==> config.mk <==
export PLATFORM = sky130hd
export DESIGN_NAME = core_ctrl_fsm
export DESIGN_NICKNAME = d
export VERILOG_FILES = /design/src/rtl/core_ctrl_fsm.sv
export SDC_FILE = /design/constraint.sdc
export NUM_CORES = 1
export LEC_CHECK = 0
export CORE_ASPECT_RATIO = 1.25
export CORE_MARGIN = 3
export CORE_UTILIZATION = 30
export CTS_CLUSTER_SIZE = 40
export DETAILED_ROUTE_END_ITERATION = 10
export PLACE_DENSITY_LB_ADDON = 0.25
export SETUP_SLACK_MARGIN = 0.1
export SLEW_MARGIN = 10
export SYNTH_ARGS = -nofsm -noshare
export SYNTH_HDL_FRONTEND = slang
export SYNTH_SLANG_ARGS = --single-unit
==> constraint.sdc <==
create_clock -name clk -period 3.3 [get_ports clk]
set_input_delay 0.825 -clock clk [delete_from_list [all_inputs] [get_ports clk]]
set_output_delay 0.825 -clock clk [all_outputs]
set_load 0.05 [all_outputs]
==> src/rtl/core_ctrl_fsm.sv <==
// Multi-cycle RV32I sequencer: fetch over imem, decode/execute, dmem access,
// write-back strobe and next-PC generation, with a sticky fault on timeout or misaligned PC.
//
// state  | meaning
// FETCH  | request instruction at pc (gated by run)
// WAIT_I | wait for imem response, latch instruction
// DECODE | decoder settle cycle
// EXEC   | route to MEM (load/store) or WB
// MEM    | hold dmem request until accepted
// WAIT_D | wait for load data / store ack
// WB     | rf_we strobe, retire, pc update
// FAULT  | absorbing until reset
module core_ctrl_fsm #(
    parameter logic [31:0] RESET_PC    = 32'h0000_0000,
    parameter int unsigned MEM_TIMEOUT = 255
) (
    input  logic        clk,
    input  logic        rst_n,
    input  logic        run,
    output logic        imem_req_valid,
    input  logic        imem_req_ready,
    output logic [31:0] imem_addr,
    input  logic        imem_rsp_valid,
    input  logic [31:0] imem_rsp_data,
    output logic [31:0] instr_o,
    input  logic        dec_mem_read,
    input  logic        dec_mem_write,
    input  logic        dec_reg_write,
    input  logic        dec_is_branch,
    input  logic        dec_is_jump,
    input  logic        dec_is_jalr,
    input  logic [31:0] dec_imm,
    input  logic        branch_taken,
    input  logic [31:0] alu_result,
    output logic        dmem_req_valid,
    input  logic        dmem_req_ready,
    output logic        dmem_we,
    input  logic        dmem_rsp_valid,
    output logic        rf_we,
    output logic [31:0] pc,
    output logic        retire,
    output logic [31:0] instret,
    output logic        fault
);
    localparam logic [2:0] S_FETCH  = 3'd0;
    localparam logic [2:0] S_WAIT_I = 3'd1;
    localparam logic [2:0] S_DECODE = 3'd2;
    localparam logic [2:0] S_EXEC   = 3'd3;
    localparam logic [2:0] S_MEM    = 3'd4;
    localparam logic [2:0] S_WAIT_D = 3'd5;
    localparam logic [2:0] S_WB     = 3'd6;
    localparam logic [2:0] S_FAULT  = 3'd7;

    localparam logic [31:0] NOP_INSTR   = 32'h0000_0013;
    localparam logic [7:0]  TIMEOUT_CNT = 8'(MEM_TIMEOUT);

    logic [2:0]  r_state;
    logic [31:0] r_pc;
    logic [31:0] r_instr;
    logic [31:0] r_instret;
    logic [7:0]  r_wait_cnt;
    logic        r_fault;

    logic [31:0] w_next_pc;
    logic        w_misaligned;
    logic [7:0]  w_wait_inc;
    logic        w_timeout;

    always_comb begin
        w_next_pc = r_pc + 32'd4;
        if (dec_is_jalr) begin
            w_next_pc = alu_result & 32'hFFFF_FFFE;
        end else if (dec_is_jump || (dec_is_branch && branch_taken)) begin
            w_next_pc = r_pc + dec_imm;
        end
    end

    assign w_misaligned = |w_next_pc[1:0];
    // Counter holds completed wait cycles; the cycle that would reach the limit faults.
    assign w_wait_inc   = r_wait_cnt + 8'd1;
    assign w_timeout    = (w_wait_inc == TIMEOUT_CNT);

    always_ff @(posedge clk or negedge rst_n) begin
        if (!rst_n) begin
            r_state    <= S_FETCH;
            r_pc       <= RESET_PC;
            r_instr    <= NOP_INSTR;
            r_instret  <= 32'd0;
            r_wait_cnt <= 8'd0;
            r_fault    <= 1'b0;
        end else begin
            case (r_state)
                S_FETCH: begin
                    if (run && imem_req_ready) begin
                        r_state    <= S_WAIT_I;
                        r_wait_cnt <= 8'd0;
                    end
                end
                S_WAIT_I: begin
                    if (imem_rsp_valid) begin
                        r_instr <= imem_rsp_data;
                        r_state <= S_DECODE;
                    end else if (w_timeout) begin
                        r_state <= S_FAULT;
                        r_fault <= 1'b1;
                    end else begin
                        r_wait_cnt <= w_wait_inc;
                    end
                end
                S_DECODE: r_state <= S_EXEC;
                S_EXEC: begin
                    r_wait_cnt <= 8'd0;
                    r_state    <= (dec_mem_read || dec_mem_write) ? S_MEM : S_WB;
                end
                S_MEM: begin
                    if (dmem_req_ready) begin
                        r_state    <= S_WAIT_D;
                        r_wait_cnt <= 8'd0;
                    end else if (w_timeout) begin
                        r_state <= S_FAULT;
                        r_fault <= 1'b1;
                    end else begin
                        r_wait_cnt <= w_wait_inc;
                    end
                end
                S_WAIT_D: begin
                    if (dmem_rsp_valid) begin
                        r_state <= S_WB;
                    end else if (w_timeout) begin
                        r_state <= S_FAULT;
                        r_fault <= 1'b1;
                    end else begin
                        r_wait_cnt <= w_wait_inc;
                    end
                end
                S_WB: begin
                    if (w_misaligned) begin
                        r_state <= S_FAULT;
                        r_fault <= 1'b1;
                    end else begin
                        r_pc      <= w_next_pc;
                        r_instret <= r_instret + 32'd1;
                        r_state   <= S_FETCH;
                    end
                end
                default: begin
                    r_state <= S_FAULT;
                    r_fault <= 1'b1;
                end
            endcase
        end
    end

    assign imem_req_valid = (r_state == S_FETCH) && run;
    assign imem_addr      = r_pc;
    assign instr_o        = r_instr;
    assign dmem_req_valid = (r_state == S_MEM);
    assign dmem_we        = (r_state == S_MEM) && dec_mem_write;
    assign rf_we          = (r_state == S_WB) && dec_reg_write && !w_misaligned;
    assign retire         = (r_state == S_WB) && !w_misaligned;
    assign pc             = r_pc;
    assign instret        = r_instret;
    assign fault          = r_fault;

endmodule

# Word level (Yosys, flattened, before mapping)
# Index checks and enable logic that the tools add are counted.
[word_totals] reg_bits=108 inputBits=110 output_inout_bits=134 wordCells=64
[classes] addsub=4 eq_ne=12 n_mux=22 bitwise_logic=2 n_reduce_logical=18
[op_table] cell="$mux 32" count=2
[op_table] cell="$mux 8" count=5
[op_table] cell="$pmux 8 s5" count=1
[op_table] cell="$add 32x1->32 const B" count=1
[op_table] cell="$add 32x3->32 const B" count=1
[op_table] cell="$add 32x32->32" count=1
[op_table] cell="$pmux 3 s7" count=1
[op_table] cell="$mux 3" count=6
[op_table] cell="$ne 2x2->1 const B" count=5
[op_table] cell="$eq 3x3->1 const B" count=3
[op_table] cell="$add 8x1->8 const B" count=1
[op_table] cell="$eq 8x8->1 const B" count=1
[op_table] cell="$logic_and 1x1->1" count=7
[op_table] cell="$eq 3x2->1 const B" count=2
[op_table] cell="$mux 1" count=5
[op_table] cell="$pmux 1 s5" count=1
[op_table] cell="$reduce_and 5->1" count=1
[op_table] cell="$reduce_bool 5->1" count=1
[op_table] cell="$reduce_and 2->1" count=2
[op_table] cell="$reduce_and 4->1" count=1
[op_table] cell="$eq 3x1->1 const B" count=1
[op_table] cell="$logic_not 3->1" count=1
[op_table] cell="$reduce_or 3->1" count=1
[op_table] cell="$logic_or 1x1->1" count=2
[op_table] cell="other kinds (4)" count=5

# Logic depth before layout (Yosys ltp)
# Gate-level depths: netlist of run 1.
[depth] ltp_word=7 mapped_depth=12 ltp_nobuf=11

# Least setup slack after synthesis of run 1
# No wires, ideal clock.
[synth_path] path_kind="input-to-output" start="input dec_imm[0]" end="output retire" arrival_time_ns=2.607 t_required_ns=2.475 setup_slack_ns=-0.132 cell_stages=8 n_path_buf=1 cell_sequence="ha_1 fa_1 nor2_1 a211oi_1 a21oi_2 nand2_1 inv_2 clkbuf_1"
[synth_via] elab_chain_cells=6
[synth_rtl] item="from (decl)" line_no="32" source="input logic [31:0] dec_imm,"
[synth_rtl] item="$add 32x32->32" line_no="74" source="w_next_pc = r_pc + dec_imm;"
[synth_rtl] item="$mux 32" line_no="73" source="end else if (dec_is_jump || (dec_is_branch && branch_taken)) begin"
[synth_rtl] item="$mux 32" line_no="71" source="if (dec_is_jalr) begin"
[synth_rtl] item="$reduce_or 2->1" line_no="78" source="assign w_misaligned = |w_next_pc[1:0];"
[synth_rtl] item="$logic_not 1->1" line_no="160" source="assign retire = (r_state == S_WB) && !w_misaligned;"
[synth_rtl] item="$logic_and 1x1->1" line_no="160"
[synth_rtl] item="to (decl)" line_no="41" source="output logic retire,"
# Every way passes these cells.

# Worst setup path after layout of run 1
[layout_path] start="input dec_imm[9]" end="register r_pc[31] (netlist: imem_addr[31])"
[layout_via] elab_chain_cells=3
[layout_rtl] item="$add 32x32->32" line_no="74"
[layout_rtl] item="$mux 32" line_no="73"
[layout_rtl] item="$mux 32" line_no="71"
[layout_rtl] item="to (signal assigned)" line_no="141" source="r_pc <= w_next_pc;"
[layout_rtl] item="to (decl)" line_no="58" source="logic [31:0] r_pc;"
# Every way passes these cells.
# A chain may end at the register's enable or synchronous reset.

==> results.sh, run 1 <==
export IMPL_status="finished clean"
export IMPL_gp_congestion=0.836
export IMPL_cts_sinks=108
export IMPL_synth_xor_area_share_pct=7.95
export IMPL_synthSimpleGateAreaFrac_pct=20.4
export IMPL_synth_top_family_by_area="simple AND/OR/NAND/NOR gates"
export IMPL_drt_wirelength_per_cell_um=17.0
export IMPL_whs_ns=0.469
export IMPL_finalNetCount=1302
export IMPL_io_buffers=242
export IMPL_min_period_ns=3.16
export IMPL_overflow=0
export IMPL_ys_seq_area_share_pct=35.1
export IMPL_crit_buf_inv=2
export IMPL_ys_types=69
export IMPL_io_pins=244
export IMPL_synth_edf_count=0
export IMPL_cpPeakStageDelay_ns=0.42
export IMPL_ir_drop_mv=0.498
export IMPL_powerDensity_nw_per_um2=907
export IMPL_die_area_um2=27700
export IMPL_critPathRequiredTime_ns=3.52
export IMPL_finalHoldViolCount=0
export IMPL_rows=65
export IMPL_via_per_inst=5.12
export IMPL_cp_start_kind="input port"
export IMPL_finClkSkew_ns=0.0143
export IMPL_root_buffer="clkbuf_16"
export IMPL_synth_compound_area_share_pct=18.6
export IMPL_ys_seq_elements=108
export IMPL_dr_pass1_iters=5
export IMPL_final_common_cell="clkdlybuf4s50_1"
export IMPL_critical_path_top_delay_family="compound AO/OA/AOI/OAI gates"
export IMPL_cts_made_buffers=9
export IMPL_ant_nets=0
export IMPL_grt_max_degree=50
export IMPL_hpwl_um=19800
export IMPL_maxCapViolCount=0
export IMPL_die_height_um=185
export IMPL_grt_setup_unrepaired="yes"
export IMPL_netlist_area_um2=7710
export IMPL_synthAdderAreaFrac_pct=5.94
export IMPL_clk_latency_ns=0.35
export IMPL_diodes=0
export IMPL_crit_slowest_cell="clkdlybuf4s50_1"
export IMPL_path_cells="clkdlybuf4s50_1 > ha_2 > nand3_1 > a211oi_1 > nor3_1 > o211ai_1 > o21ai_0 > nor3_2 > buf_4 > mux2i_1 > nand3_1"
export IMPL_setup_violations=0
export IMPL_path_max_fanout=7
export IMPL_cts_htree_levels=3
export IMPL_cts_buffer_depth=2
export IMPL_critPathKind="input port to flip-flop"
export IMPL_grt_use_total_pct=18.0
export IMPL_clk_pin_slew_ns=0.08
export IMPL_layout_drive_gt1_share_pct=15.2
export IMPL_async_reset_ff_share_pct=100
export IMPL_cp_end_kind="flip-flop"
export IMPL_synthMuxAreaShare_pct=5.99
export IMPL_routed_wl_um=25400
export IMPL_place_area_um2=10800
export IMPL_grt_pass1_wl_um=40000
export IMPL_cts_tree="done"
export IMPL_cpMostUsedCell="nand3_1"
export IMPL_drtIter0Drc=328
export IMPL_grt_pass1_vias=7718
export IMPL_slew_viol_final=0
export IMPL_worst_slew_pin_slew_ns=0.671
export IMPL_vias=7661
export IMPL_fin_tns_setup_ns=0
export IMPL_fin_crit_sh_pct=95.8
export IMPL_leakage_nw=4.64
export IMPL_worstPathArrival_ns=3.39
export IMPL_core_area_um2=25300
export IMPL_initial_core_util_pct=30.5
export IMPL_yosysWarnings=0
export IMPL_synth_top_flop_cell="dfrtp_1"
export IMPL_syn_instance_count=887
export IMPL_syn_area_per_cell_um2=8.69
export IMPL_antenna_found_initial=0
export IMPL_slew_headroom_pct=54.9
export IMPL_synth_nets=1033
export IMPL_die_x_um=149
export IMPL_post_route_drc_count=0
export IMPL_fmax_mhz=316
export IMPL_final_cell_mix="234 x clkdlybuf4s50_1, 105 x dfrtp_1, 86 x buf_4, 80 x o21ai_0, 72 x nand2_1"
export IMPL_area_growth_pct=45.8
export IMPL_stdcell_area_um2=11200
export IMPL_hold_path_class="input port to asynchronous set/reset pin"
worst paths after layout:
check                                  start             to  slack, ns  cells past startpoint
min in group clk                 instret[31]    instret[31]       0.47                      1
worst min-delay path                   rst_n    instret[22]       0.47                      1
max in group asynchronous              rst_n     instr_o[1]       2.07                      2
worst max register to register  imem_addr[0]  imem_addr[28]       0.46                     10
worst min register to register   instret[31]    instret[31]       0.47                      1
worst max-delay path              dec_imm[9]  imem_addr[31]       0.14                     11
what timing repair did:
item | CTS | global route
hold buffers | 0 | 0
resized for setup | 10 | 18
setup endpoints to repair | 28 | 12
pin swaps | 3 | 7
buffers inserted | 2 | 0
gates cloned | 0 | 0
metal layers:
metal | track usage, % | wire length [um] | vias up
met3 | 2.79 | 1600 | 31
met4 | 5.49 | 555 | 0
met5 | 0 | 0 | -
li1 | - | - | 3748
met1 | 22.1 | 10500 | 3629
met2 | 32.4 | 12700 | 253
Yosys cell counts, drive strengths merged, types with 6 or more instances:
master,count,area [um^2]
xor2,23,201
nor2b,6,37.5
ha,35,438
a211oi,15,113
a21o,8,60.1
nor2,62,235
and2,11,68.8
inv,19,71.3
nor3,23,115
xnor2,47,412
nand4,25,184
o21ai,85,425
or3,9,56.3
mux2i,9,90.1
dfrtp,105,2630
nand3,47,235
mux2,33,372
clkbuf,29,109
nand2,73,274
o211ai,10,75.1
o31ai,7,57.6
and4,7,66.3
nor4,10,77.6
buf,41,283
a221oi,7,61.3
a21oi,68,344
and3,18,118
worst register-to-register path, delay by kind of cell (launching register included):
family	cells	cell delay (ns)
multiplexers	1	0.15
AO/OA/AOI/OAI	6	1.44
AND/OR/NAND/NOR	1	0.18
flip-flops	1	0.42
adder cells (fa/ha/maj)	2	0.56
cells by family (layout without fill, tap and decap cells):
group                    after synthesis  in the layout
multiplexers                          42             42
XOR/XNOR                              70             70
adder cells (fa/ha/maj)               36             36
AND/OR/NAND/NOR                      306            306
AO/OA/AOI/OAI                        236            236
buffers and inverters                 89            363
flip-flops                           108            108
flip-flops by register name (all words and copies together) (netlist names):
name,cells
instret,32
r_wait_cnt,8
fault,1
r_state,3
instr_o,32
imem_addr,32
where the power goes:
| part | internal [mW] | switching (mW) | leakage, nW |
|---|---|---|---|
| registers | 1.77 | 0.556 | 1.36 |
| logic | 2.66 | 4.11 | 3.14 |
| clock network | 0.531 | 0.565 | 0.137 |
| total | 4.96 | 5.24 | 4.64 |
area by class of cell:
type / count / area, um^2
well taps: 335 / 419
clock inverters: 6 / 56.3
repair buffers: 328 / 3120
multi-input cells: 690 / 4640
clock buffers: 10 / 229
inverters: 19 / 73.8
flip-flops and latches: 108 / 2710
fillers: 2497 / 14100
metrics by stage:
step	cells	utilization, %	total power, mW	worst slack [ns]
finish	1496	44.4	10.2	0.138
global route	1496	44.4	10.9	0.0403
CTS	1496	44.1	10.2	0.0721
detailed placement	1478	42.9	9.08	-0.586
global placement	1478	42.9	9.04	-0.549
floorplan	887	-	6.85	0.143
(Power assumes the default switching activity.)
==> run 2: changes to the inputs <==
Settings changed: CORE_ASPECT_RATIO 1.25 to 1.4.
==> run 2 against run 1 <==
Largest cell class unchanged. Global-route usage is 0.75 points higher. Utilization is 0.80 points higher. Die area hardly changed. Clock skew is 0.0079 ns lower. Combinational power is 2% higher. Register-to-register slack worse by 0.10 ns. Routed wire length is 4.6% higher. Critical path type is now input port to output pin. Cell area is 0.68% higher.
==> results.sh, run 2 (synthesized netlist as in run 1, its figures left out) <==
export IMPL_crit_cells=8
export IMPL_routed_wl_um=26600
export IMPL_final_common_cell="clkdlybuf4s50_1"
export IMPL_final_cell_mix="233 x clkdlybuf4s50_1, 104 x dfrtp_1, 93 x buf_4, 79 x o21ai_0, 72 x nand2_1"
export IMPL_reg2reg_depth=12
export IMPL_vias=7667
export IMPL_finClkSkew_ns=0.00640
export IMPL_critPathRequiredTime_ns=2.47
export IMPL_overflow=0
export IMPL_cpPeakStageDelay_ns=0.45
export IMPL_die_x_um=142
export IMPL_maxCapViolCount=0
export IMPL_status="finished clean"
export IMPL_grt_setup_unrepaired="yes"
export IMPL_setup_violations=0
export IMPL_fin_crit_sh_pct=95.8
export IMPL_drtIter0Drc=353
export IMPL_slew_viol_final=0
export IMPL_area_growth_pct=46.8
export IMPL_stdcell_area_um2=11300
export IMPL_slew_headroom_pct=60.9
export IMPL_finalNetCount=1309
export IMPL_die_height_um=196
export IMPL_grt_max_degree=101
export IMPL_drt_wirelength_per_cell_um=17.9
export IMPL_core_area_um2=25000
export IMPL_hpwl_um=20300
export IMPL_leakage_nw=4.70
export IMPL_die_area_um2=27700
export IMPL_diodes=0
export IMPL_gp_congestion=0.863
export IMPL_cts_tree="done"
export IMPL_ir_drop_mv=0.600
export IMPL_hold_path_class="input port to asynchronous set/reset pin"
export IMPL_path_max_fanout=3
export IMPL_crit_end="rf_we"
export IMPL_crit_slowest_cell="fa_1"
export IMPL_rows=68
export IMPL_final_cells=1483
export IMPL_critPathKind="input port to output pin"
export IMPL_grt_pass1_vias=7799
export IMPL_io_pins=244
export IMPL_ant_nets=0
export IMPL_layout_drive_gt1_share_pct=16.2
export IMPL_rrSetupSlack_ns=0.36
export IMPL_cts_htree_levels=3
export IMPL_setup_slack_ns=0.139
export IMPL_crit_start="dec_imm[0]"
export IMPL_finalHoldViolCount=0
export IMPL_whs_ns=0.285
export IMPL_cp_start_kind="input port"
export IMPL_powerDensity_nw_per_um2=915
export IMPL_root_buffer="clkbuf_16"
export IMPL_dr_pass1_iters=5
export IMPL_reg2reg_to="instret[31]"
export IMPL_r2r_start="imem_addr[0]"
export IMPL_path_cells="buf_6 > ha_4 > fa_1 > nor2_1 > a211oi_2 > a21oi_2 > and3_4 > buf_12"
export IMPL_cts_sinks=108
export IMPL_placed_cells=1462
export IMPL_p_total_mw=10.4
export IMPL_worstPathArrival_ns=2.34
export IMPL_ctsHoldBuffers=0
export IMPL_place_area_um2=10900
export IMPL_cp_end_kind="output pin"
export IMPL_critical_path_top_delay_family="adder cells"
export IMPL_fmax_mhz=316
export IMPL_fin_tns_setup_ns=0
export IMPL_pre_cts_ws_ns=-0.509
export IMPL_via_per_inst=5.17
export IMPL_clk_pin_slew_ns=0.07
export IMPL_initial_core_util_pct=30.8
export IMPL_worst_slew_pin_slew_ns=0.587
export IMPL_antenna_found_initial=1
export IMPL_post_route_drc_count=0
export IMPL_io_buffers=242
export IMPL_min_period_ns=3.16
export IMPL_cts_buffer_depth=2
export IMPL_clk_latency_ns=0.36
export IMPL_postLayoutCoreUtil_pct=45.2
export IMPL_cts_made_buffers=9
export IMPL_crit_buf_inv=2
export IMPL_grt_pass1_wl_um=41400
export IMPL_grt_use_total_pct=18.7
==> run 2: changes by cell type in the layout (fill, tap and decap cells not counted), sizes merged <==
cell           previous run  this run
buf                      92        99
clkinv                    2         4
bufinv                    0         1
clkinvlp                  1         0
inv                      22        20
clkdlybuf4s50           234       233
dlymetal6s2s              1         2
==> run 2: layout make-up <==
class,instances,area (um^2)
Tap cell,315,394
Clock buffer,10,229
Fill cell,2478,13700
Multi-Input combinational cell,690,4670
Inverter,19,76.3
Clock inverter,6,70.1
Timing Repair Buffer,335,3170
Sequential cell,108,2710
==> run 2: how the worst min path moves through the flow <==
stage / depth (start not counted) / start / end
3_5_place_dp: 1 / fault / fault
3_3_place_gp: 1 / fault / fault
2_1_floorplan: 1 / r_wait_cnt[4] / r_wait_cnt[4]
5_1_grt: 1 / rst_n / instr_o[14]
6_report: 1 / rst_n / instr_o[14]
4_1_cts: 1 / rst_n / instr_o[14]
==> run 2: timing repair <==
action                                  4_1_cts  5_1_grt
endpoints found under the setup margin       37       21
hold endpoints to repair                      0        0
pin swaps                                     4        7
setup buffers                                 3        2
resized for setup                            14       24
==> run 2: per-layer routing <==
layer | track usage (%) | vias to the layer above | share of wire, %
li1 | - | 3755 | -
met1 | 22.1 | 3640 | 41
met2 | 34.3 | 227 | 52
met3 | 2.51 | 43 | 4.3
met4 | 6.97 | 2 | 2.8
met5 | 0 | - | 0.049
==> run 2: where the power goes <==
part	switching [mW]	total, mW	internal, mW
sequential	0.523	2.29	1.77
clock	0.550	1.15	0.598
combinational	4.21	6.92	2.72
total	5.28	10.4	5.08
==> run 2: worst reg2reg max path, stage by stage, from the launching register on <==
cell	delay (ns)
dfrtp_2	0.47
ha_4	0.19
fa_1	0.45
nor2_1	0.13
a211oi_2	0.08
a21oi_2	0.23
nand2_2	0.12
clkinv_4	0.10
buf_4	0.15
and3_4	0.22
nand4_2	0.20
nor4_1	0.35
xor2_1	0.18
==> run 3: changes to the inputs <==
Settings changed: DONT_BUFFER_PORTS set to 1.
Clock period 3.3 ns to 3.6 ns, I/O delays scaled along.
==> run 3 against run 2 <==
Combinational power shrank 38%. Die area unchanged. Cell count down 18%. Via count down 13%. Sequential share of layout area increased by 7.9 points. Critical endpoint unchanged. Power fell by 22%. Clock-buffer cell count unchanged. Cell area shrank 25%. Worst hold slack got worse by 0.053 ns.
==> results.sh, run 3 (synthesized netlist as in run 1, its figures left out) <==
export IMPL_status="finished clean"
export IMPL_postCtsSetupBuffers=0
export IMPL_clk_latency_ns=0.36
export IMPL_fin_tns_setup_ns=0
export IMPL_area_growth_pct=10.1
export IMPL_p_total_mw=8.11
export IMPL_slew_viol_final=0
export IMPL_hold_path_class="input port to asynchronous set/reset pin"
export IMPL_post_route_drc_count=0
export IMPL_cts_made_buffers=9
export IMPL_ctsHoldBuffers=0
export IMPL_p_switching_mw=4.58
export IMPL_root_buffer="clkbuf_16"
export IMPL_cts_sinks=108
export IMPL_cpPeakStageDelay_ns=0.51
export IMPL_final_cell_mix="105 x dfrtp_1, 82 x o21ai_0, 72 x nand2_1, 67 x a21oi_1, 61 x nor2_1"
export IMPL_cts_htree_levels=3
export IMPL_slew_headroom_pct=24.7
export IMPL_crit_buf_inv=1
export IMPL_grt_use_total_pct=17.2
export IMPL_ctsResizeCount=0
export IMPL_overflow=0
export IMPL_routed_wl_um=24500
export IMPL_cts_tree="done"
export IMPL_drt_wirelength_per_cell_um=20.2
export IMPL_fin_crit_sh_pct=91.7
export IMPL_critPathKind="input port to output pin"
export IMPL_p_int_mw=3.53
export IMPL_rrSetupSlack_ns=0.55
export IMPL_ant_nets=0
export IMPL_switching_share_pct=56.5
export IMPL_p_clk_share_pct=12.2
export IMPL_grt_max_degree=109
export IMPL_min_period_ns=3.30
export IMPL_p_seq_share_pct=34.7
export IMPL_crit_slowest_cell="fa_1"
export IMPL_grt_pass1_wl_um=37900
export IMPL_dr_pass1_iters=4
export IMPL_initial_core_util_pct=30.8
export IMPL_finClkSkew_ns=0.0169
export IMPL_grt_setup_unrepaired="no"
export IMPL_powerDensity_nw_per_um2=955
export IMPL_leakage_nw=3.57
export IMPL_io_pins=244
export IMPL_finalNetCount=1034
export IMPL_critical_path_top_delay_family="adder cells"
export IMPL_io_buffers=0
export IMPL_maxCapViolCount=0
export IMPL_pwr_share_comb_pct=53.1
export IMPL_ir_drop_mv=0.566
export IMPL_setup_violations=0
export IMPL_gp_congestion=0.886
export IMPL_worst_slew_pin_slew_ns=1.13
export IMPL_antenna_found_initial=1
export IMPL_cp_start_kind="input port"
export IMPL_path_cells="ha_1 > fa_1 > nor2_1 > a211oi_1 > a21oi_2 > and3_1 > buf_12"
export IMPL_hpwl_um=18500
export IMPL_die_x_um=142
export IMPL_cts_buffer_depth=2
export IMPL_fmax_mhz=303
export IMPL_critPathRequiredTime_ns=2.70
export IMPL_clk_pin_slew_ns=0.08
export IMPL_layout_drive_gt1_share_pct=14.6
export IMPL_finalHoldViolCount=0
export IMPL_final_common_cell="dfrtp_1"
export IMPL_rows=68
export IMPL_vias=6642
export IMPL_cp_end_kind="output pin"
export IMPL_core_area_um2=25000
export IMPL_die_height_um=196
export IMPL_path_max_fanout=3
export IMPL_via_per_inst=5.49
export IMPL_grt_pass1_vias=6771
export IMPL_die_area_um2=27700
export IMPL_worstPathArrival_ns=2.40
export IMPL_drtIter0Drc=267
==> run 3: cell types whose count changed in the layout (fill, tap and decap cells not counted), moves of 2 or more <==
cell | previous run | this run
ha_2 | 2 | 0
o21ai_1 | 5 | 3
a221oi_1 | 5 | 7
buf_12 | 5 | 3
ha_1 | 32 | 35
inv_8 | 0 | 2
a211oi_1 | 10 | 15
buf_4 | 93 | 57
a211oi_2 | 5 | 0
clkdlybuf4s50_1 | 233 | 0
o21ai_0 | 79 | 82
dlymetal6s2s_1 | 2 | 0
a221oi_2 | 2 | 0
==> run 3: power by group through the flow <==
| stage | combinational, mW | sequential [mW] | clock, mW |
|---|---|---|---|
| after floorplan | 3.00 | 3.27 | 0 |
| after global placement | 4.29 | 2.84 | 0 |
| after detailed placement | 4.31 | 2.85 | 0 |
| after CTS | 4.33 | 2.82 | 1.03 |
| after global routing | 4.71 | 2.89 | 1.08 |
| final | 4.31 | 2.82 | 0.989 |
==> run 3: worst reg2reg max path: cells and delay by family, from the launching register on <==
kind                       cells  cell delay [ns]
AOI/OAI and AO/OA              6             1.40
adders and majority gates      2             0.63
buffers and inverters          1             0.15
and+or+nand+nor                1             0.22
muxes                          1             0.16
DFF                            1             0.39
==> run 3: cell type report <==
cell class,count,area [um^2]
tap,315,394
antenna,1,2.50
multi-input combinational,690,4550
timing repair buffer,60,488
clock buffer,10,229
clock inverter,6,57.6
fill,2662,16500
sequential,108,2710
inverter,19,71.3
==> run 3: worst paths after layout <==
check                              start       endpoint  cells past startpoint
setup / recovery              dec_imm[0]          rf_we                      7
hold / removal                     rst_n   imem_addr[1]                      0
setup reg to reg            imem_addr[0]  imem_addr[28]                     11
hold reg to reg            r_wait_cnt[7]  r_wait_cnt[7]                      1
max in group asynchronous          rst_n     instr_o[4]                      0
min in group clk           r_wait_cnt[7]  r_wait_cnt[7]                      1
==> run 3: metal layers <==
metal | track usage (%) | vias up | wire, um
li1 | - | 3211 | -
met3 | 4.32 | 30 | 1640
met4 | 5.19 | 2 | 584
met5 | 0 | - | 20
met2 | 31.5 | 209 | 12800
met1 | 19.3 | 3190 | 9430
==> run 3: through the flow <==
step / cell area [um^2] / util (%) / hold WS [ns] / setup slack, ns / std cells
finish: 8490 / 34.0 / 0.232 / 0.300 / 1209
detailed placement: 8210 / 32.8 / 0.525 / 0.0340 / 1192
global route: 8490 / 33.9 / 0.209 / 0.116 / 1208
CTS: 8490 / 33.9 / 0.213 / 0.248 / 1208
floorplan: 7710 / - / 0.482 / 0.293 / 887
global placement: 8210 / 32.8 / 0.514 / 0.0385 / 1192
